===== config.mk =====
export PLATFORM = sky130hd
export DESIGN_NAME = bird_frame_sequencer
export DESIGN_NICKNAME = d
export VERILOG_FILES = /design/src/rtl/bird_frame_sequencer.sv
export SDC_FILE = /design/constraint.sdc
export NUM_CORES = 1
export LEC_CHECK = 0
export BUFFER_PORTS_ARGS = -buffer_cell sky130_fd_sc_hd__buf_2
export CORE_ASPECT_RATIO = 0.9
export CORE_MARGIN = 2
export CORE_UTILIZATION = 49
export CTS_BUF_LIST = sky130_fd_sc_hd__clkbuf_16
export DETAILED_ROUTE_END_ITERATION = 6
export PLACE_DENSITY = 0.85
export SLEW_MARGIN = 20
export SYNTH_ARGS = -nofsm -noshare
export SYNTH_HDL_FRONTEND = slang
export SYNTH_SLANG_ARGS = --single-unit

===== constraint.sdc =====
create_clock -name clk_i -period 2.79 [get_ports clk_i]
set_clock_uncertainty 0.1 [all_clocks]
set_input_delay 0 -clock clk_i [delete_from_list [all_inputs] [get_ports clk_i]]
set_output_delay 0 -clock clk_i [all_outputs]
set_load 0.05 [all_outputs]

===== src/rtl/bird_frame_sequencer.sv =====
// bird_frame_sequencer: per-frame erase/draw sequencing of the bird sprite plus aux drawer port grant
module bird_frame_sequencer #(
  parameter int SPRITE_W = 34,
  parameter int SPRITE_H = 24
) (
  input  logic        clk_i,
  input  logic        reset_i,
  input  logic        frame_tick_i,
  input  logic [10:0] new_bird_x_i,
  input  logic [10:0] new_bird_y_i,
  output logic        bird_start_o,
  output logic [10:0] bird_x_o,
  output logic [10:0] bird_y_o,
  input  logic        bird_done_i,
  input  logic [10:0] bird_px_x_i,
  input  logic [10:0] bird_px_y_i,
  input  logic        bird_px_color_i,
  input  logic        aux_req_i,
  output logic        aux_grant_o,
  input  logic        aux_done_i,
  input  logic [10:0] aux_px_x_i,
  input  logic [10:0] aux_px_y_i,
  input  logic        aux_px_color_i,
  input  logic        aux_px_we_i,
  output logic [10:0] fb_x_o,
  output logic [10:0] fb_y_o,
  output logic        fb_color_o,
  output logic        fb_we_o,
  output logic        busy_o,
  output logic        frame_done_o,
  output logic        overrun_o
);
  typedef enum logic [2:0] {S_IDLE, S_ERASE, S_ERASE_REL, S_DRAW, S_DRAW_REL, S_AUX, S_AUX_REL} state_t;
  state_t state_q, state_d;
  logic first_q, have_old_q, have_old_d;
  logic [10:0] cur_x_q, cur_y_q, old_x_q, old_y_q, cur_x_d, cur_y_d, old_x_d, old_y_d;
  if (SPRITE_W < 1 || SPRITE_H < 1) begin : g_bad_size
    $error("sprite dimensions must be positive");
  end
  // state and position registers; first_q marks the entry cycle of every state
  always_ff @(posedge clk_i) begin
    if (reset_i) begin
      state_q    <= S_IDLE;
      first_q    <= 1'b0;
      have_old_q <= 1'b0;
      cur_x_q    <= '0;
      cur_y_q    <= '0;
      old_x_q    <= '0;
      old_y_q    <= '0;
    end else begin
      state_q    <= state_d;
      first_q    <= state_d != state_q;
      have_old_q <= have_old_d;
      cur_x_q    <= cur_x_d;
      cur_y_q    <= cur_y_d;
      old_x_q    <= old_x_d;
      old_y_q    <= old_y_d;
    end
  end
  // next-state logic and the framebuffer write-port mux
  always_comb begin
    state_d      = state_q;
    have_old_d   = have_old_q;
    cur_x_d      = cur_x_q;
    cur_y_d      = cur_y_q;
    old_x_d      = old_x_q;
    old_y_d      = old_y_q;
    bird_start_o = 1'b0;
    bird_x_o     = '0;
    bird_y_o     = '0;
    aux_grant_o  = 1'b0;
    fb_x_o       = '0;
    fb_y_o       = '0;
    fb_color_o   = 1'b0;
    fb_we_o      = 1'b0;
    frame_done_o = 1'b0;
    busy_o       = state_q != S_IDLE;
    overrun_o    = frame_tick_i && state_q != S_IDLE;
    case (state_q)
      S_IDLE: if (frame_tick_i) begin
        cur_x_d = new_bird_x_i;
        cur_y_d = new_bird_y_i;
        state_d = have_old_q ? S_ERASE : S_DRAW;
      end
      S_ERASE, S_DRAW: begin
        bird_start_o = 1'b1;
        bird_x_o     = state_q == S_DRAW ? cur_x_q : old_x_q;
        bird_y_o     = state_q == S_DRAW ? cur_y_q : old_y_q;
        fb_x_o       = bird_px_x_i;
        fb_y_o       = bird_px_y_i;
        fb_color_o   = state_q == S_DRAW;
        fb_we_o      = bird_px_color_i & ~bird_done_i & ~first_q;
        if (bird_done_i) state_d = state_q == S_DRAW ? S_DRAW_REL : S_ERASE_REL;
      end
      S_ERASE_REL: state_d = S_DRAW;
      S_DRAW_REL: begin
        old_x_d      = cur_x_q;
        old_y_d      = cur_y_q;
        have_old_d   = 1'b1;
        frame_done_o = !aux_req_i;
        state_d      = aux_req_i ? S_AUX : S_IDLE;
      end
      S_AUX: begin
        aux_grant_o = 1'b1;
        fb_x_o      = aux_px_x_i;
        fb_y_o      = aux_px_y_i;
        fb_color_o  = aux_px_color_i;
        fb_we_o     = aux_px_we_i & ~aux_done_i;
        if (aux_done_i) state_d = S_AUX_REL;
      end
      S_AUX_REL: begin
        frame_done_o = 1'b1;
        state_d      = S_IDLE;
      end
      default: state_d = S_IDLE;
    endcase
  end
endmodule


Word-level counts from Yosys, hierarchy flattened
Cells that the tools add are included.
{"block": "op_classes", "add_sub_neg": 0, "n_mul": 0, "div": 0, "order_cmp": 0, "eq_ne": 7, "shift": 0, "n_mux": 18, "bitwise_logic": 6, "n_reduce_logical": 6}
{"operator": "two-way mux 11 bit", "n": 4}
{"operator": "case mux 11 bit (2 select lines)", "n": 2}
{"operator": "two-way mux 3 bit", "n": 5}
{"operator": "case mux 3 bit (5 select lines)", "n": 1}
{"operator": "== test 3 bit, second input constant", "n": 3}
{"operator": "== test 3 x 2 -> 1 bit, second input constant", "n": 2}
{"operator": "case mux 1 bit (2 select lines)", "n": 3}
{"operator": "AND 1 bit", "n": 3}
{"operator": "== test 3 x 1 -> 1 bit, second input constant", "n": 1}
{"operator": "logical NOT 3 bit", "n": 1}
{"operator": "inequality test 3 bit", "n": 1}
{"operator": "NOT 1 bit", "n": 3}
{"operator": "nonzero test 3 bit", "n": 1}
{"operator": "two-way mux 1 bit", "n": 2}
{"operator": "two-way mux 2 bit", "n": 1}
{"operator": "AND reduction 2 bit", "n": 1}
{"operator": "OR reduction 2 bit", "n": 1}
{"operator": "logical AND 1 bit", "n": 1}
{"operator": "logical NOT 1 bit", "n": 1}
{"block": "totals", "reg_bits": 49, "latch_bits": 0, "ram_bits": 0, "romBits": 0, "mem_count": 0}

Longest topological paths before layout
{"block": "logic_depth", "depth_word": 5, "ltp_mapped": 5, "mapped_depth_nobuf": 3}

Worst setup path before layout
Ideal clock, no wire load.
{"block": "synth_path", "path_kind": "reg2out", "from": "reg state_q[1]", "to": "out bird_x_o[0]", "arrival_time_ps": 1678, "setup_slack_ps": 1012, "path_stages_with_launch": 6, "path_buffers": 3, "cell_sequence": "dfxtp_1 -> buf_4 -> buf_2 -> buf_4 -> mux2i_1 -> nor2_1"}
{"block": "synth_via", "elab_chain_cells": 3, "word_cells_on_any_way": 5}
{"element": "start: declaration", "line": "34", "text": "state_t state_q, state_d;"}
{"element": "start signal: assignment", "line": "51", "text": "state_q <= state_d;"}
{"element": "== test 3 x 2 -> 1 bit or == test 3 x 1 -> 1 bit (tied branches)", "line": "79, 87"}
{"element": "two-way mux 11 bit or OR reduction 2 bit (tied branches)", "line": "87, 79"}
{"element": "two-way mux 11 bit (*)", "line": "79", "text": "case (state_q)"}
{"element": "end: declaration", "line": "12", "text": "output logic [10:0] bird_x_o,"}
Every way passes the cells marked *; elsewhere a longest branch is shown, timed or not.

Worst setup path in the final report
{"block": "layout_path", "from": "reg state_q[0]", "to": "out fb_we_o"}
{"block": "layout_via", "elab_chain_cells": 3, "word_cells_on_any_way": 5}
{"element": "== test 3 x 2 -> 1 bit or == test 3 x 1 -> 1 bit (tied branches)", "line": "79"}
{"element": "OR reduction 2 bit", "line": "79"}
{"element": "case mux 1 bit (2 select lines) (*)", "line": "79"}
{"element": "end: declaration", "line": "28", "text": "output logic fb_we_o,"}
Marked as above.

==> impl_metrics.env <==
export IMPL_clockBufferDepth=2
export IMPL_endpoint_kind="output port"
export IMPL_cts_buffers=5
export IMPL_root_buffer="clkbuf_16"
export IMPL_synth_edf_count=0
export IMPL_io_pins=126
export IMPL_final_setup_worst_slack_ps=645
export IMPL_hold_buffers=23
export IMPL_final_common_cell="buf_2"
export IMPL_start_util_pct=51.5
export IMPL_antenna_left=0
export IMPL_cts_tree="built"
export IMPL_grt_first_pass_wirelength_um=11000
export IMPL_dr_total_vias=2750
export IMPL_synth_top_area_share_pct=38.9
export IMPL_status="finished, final reports clean"
export IMPL_netlist_area_sq_um=2520
export IMPL_antenna_cells=0
export IMPL_synthArstFlopShare_pct=0
export IMPL_design_core_area_sq_um=4890
export IMPL_drv_cap=0
export IMPL_synth_area_per_cell_sq_um=7.88
export IMPL_critPathArrivalTime_ps=2040
export IMPL_grt_max_degree=49
export IMPL_drive_gt1_share_pct=31.4
export IMPL_setup_violations=0
export IMPL_die_y_um=72.1
export IMPL_cp_max_fo=24
export IMPL_synth_cell_types=33
export IMPL_reg2reg_slack_ps=700
export IMPL_yosys_top_cells_area="dfxtp_1 (39%), nand2_1 (13%), a21oi_1 (9.5%)"
export IMPL_nets=527
export IMPL_antenna_found_initial=0
export IMPL_synth_top_area_cell="dfxtp_1"
export IMPL_yosysSeqAreaShare_pct=38.9
export IMPL_finalWirelength_um=7510
export IMPL_dieArea_sq_um=5740
export IMPL_fin_tns_setup_ps=0
export IMPL_dp_slack_ps=702
export IMPL_layout_common_cells="buf_2 (125), nand2_1 (90), a21oi_1 (48), dfxtp_1 (48), nor2_1 (26)"
export IMPL_grt_pass1_vias=2429
export IMPL_fin_crit_sh_pct=76.9
export IMPL_holdWs_ps=47.3
export IMPL_period_minus_slack_ps=2140
export IMPL_cts_clk_slew_worst_paths_ps=60
export IMPL_crit_path_start_kind="register"
export IMPL_p_leak_nw=1.56
export IMPL_clock_sinks=49
export IMPL_reg2regPathDepth=4
export IMPL_crit_type="reg2out"
export IMPL_crit_required_ps=2690
export IMPL_dr_pass1_iters=4
export IMPL_ys_flop_type="dfxtp_1"
export IMPL_r2r_end="old_x_q[4]"
export IMPL_vias_per_cell=5.32
export IMPL_power_total_mw=2.08
export IMPL_grtUsageTotal_pct=24.2
export IMPL_final_core_util_pct=71.0
export IMPL_synth_nets=395
export IMPL_syn_inst=320
export IMPL_irDropWorstVdd_uv=374
export IMPL_ys_ff_latch=49
export IMPL_drt_iter0_drc=112
export IMPL_yosys_warnings=0
export IMPL_holdPathEnd="state_q[1]"
export IMPL_r2r_start="state_q[2]"
export IMPL_tightest_slew_ps=858
export IMPL_report_final_slew_viol_count=0
export IMPL_syn_to_final_growth_pct=37.8
export IMPL_route_detailed_drc=0
export IMPL_place_congestion=0.724
export IMPL_rsz0062_at_grt="false"
export IMPL_power_density_nw_per_um2=598
export IMPL_slew_headroom_pct=42.8
export IMPL_insertion_delay_ps=280
export IMPL_hold_viol=0
export IMPL_clock_fmax_ghz=0.466
export IMPL_cts_setup_buffers=0
export IMPL_holdCritPathClass="in2reg"
export IMPL_die_w_um=79.6
export IMPL_dpl_hpwl_um=4840
export IMPL_htreeDepth=2
export IMPL_min_path_cells=4
export IMPL_port_buffers=125
export IMPL_avgRoutedWirePerCell_um=14.5
export IMPL_post_cts_resized=0
export IMPL_hold_start="aux_done_i"
export IMPL_grt_ovfl_total=0
export IMPL_rows=24
-- flip-flops by register name, indices dropped and copies added (netlist names) --
| name | count |
|---|---|
| have_old_q | 1 |
| cur_x_q | 11 |
| old_x_q | 11 |
| state_q | 3 |
| first_q | 1 |
| old_y_q | 11 |
| cur_y_q | 11 |
-- worst max-delay path by stage --
| stage | start | slack, ps | depth (start not counted) | end |
|---|---|---|---|---|
| floorplan | state_q[1] | 1010 | 5 | bird_x_o[0] |
| global placement | state_q[2] | 810 | 4 | old_y_q[4] |
| detailed placement | state_q[2] | 700 | 4 | old_x_q[4] |
| CTS | state_q[0] | 640 | 4 | fb_we_o |
| global route | state_q[0] | 530 | 4 | fb_we_o |
| finish | state_q[0] | 650 | 4 | fb_we_o |
-- critical path, stage by stage, from the launching register on --
cell and delay (ps):
dfxtp_1 740, nand2b_1 170, inv_2 350, a32o_1 240, buf_2 260
-- report_power, final --
group / switching [mW] / internal, mW / leakage [nW]
sequential: 0.0675 / 0.744 / 0.399
combinational: 0.454 / 0.242 / 1.09
clock: 0.246 / 0.324 / 0.0633
-- through the flow --
step	cell area, sq um	cells
global route	3470	517
finish	3470	517
floorplan	2520	320
global placement	3110	487
detailed placement	3110	487
CTS	3470	517
-- metal layers --
metal / vias up / wire (um) / GRT usage (%)
li1: 1357 / - / -
met1: 1276 / 2960 / 26.7
met2: 111 / 3930 / 47.2
met3: 6 / 565 / 5.85
met4: 0 / 61 / 4.79
met5: - / 0 / 0
-- cell families after synthesis --
family | Yosys count | synth area share (%)
simple gates | 137 | 24.4
buf+inv | 29 | 6.50
mux | 22 | 8.73
flops | 49 | 38.9
compound gates | 83 | 21.5
-- Yosys cell counts, types with 2 or more instances --
| library cell | instances |
|---|---|
| a21oi_1 | 48 |
| a22o_1 | 22 |
| and3b_1 | 5 |
| buf_2 | 11 |
| buf_4 | 5 |
| buf_6 | 3 |
| clkbuf_1 | 9 |
| dfxtp_1 | 49 |
| mux2i_1 | 22 |
| nand2_1 | 90 |
| nand2b_1 | 3 |
| nor2_1 | 26 |
| nor2b_1 | 4 |
| o21ai_0 | 2 |
| o21bai_1 | 2 |
| o31a_1 | 2 |
-- area by class of cell --
type / count / area [sq um]
Clock inverter: 2 / 11.3
Fill cell: 409 / 1420
Inverter: 1 / 3.75
Clock buffer: 5 / 125
Sequential cell: 49 / 982
Tap cell: 65 / 81.3
Multi-Input combinational cell: 242 / 1380
Timing Repair Buffer: 153 / 893
Note: power is estimated with default switching activity, not from simulation.
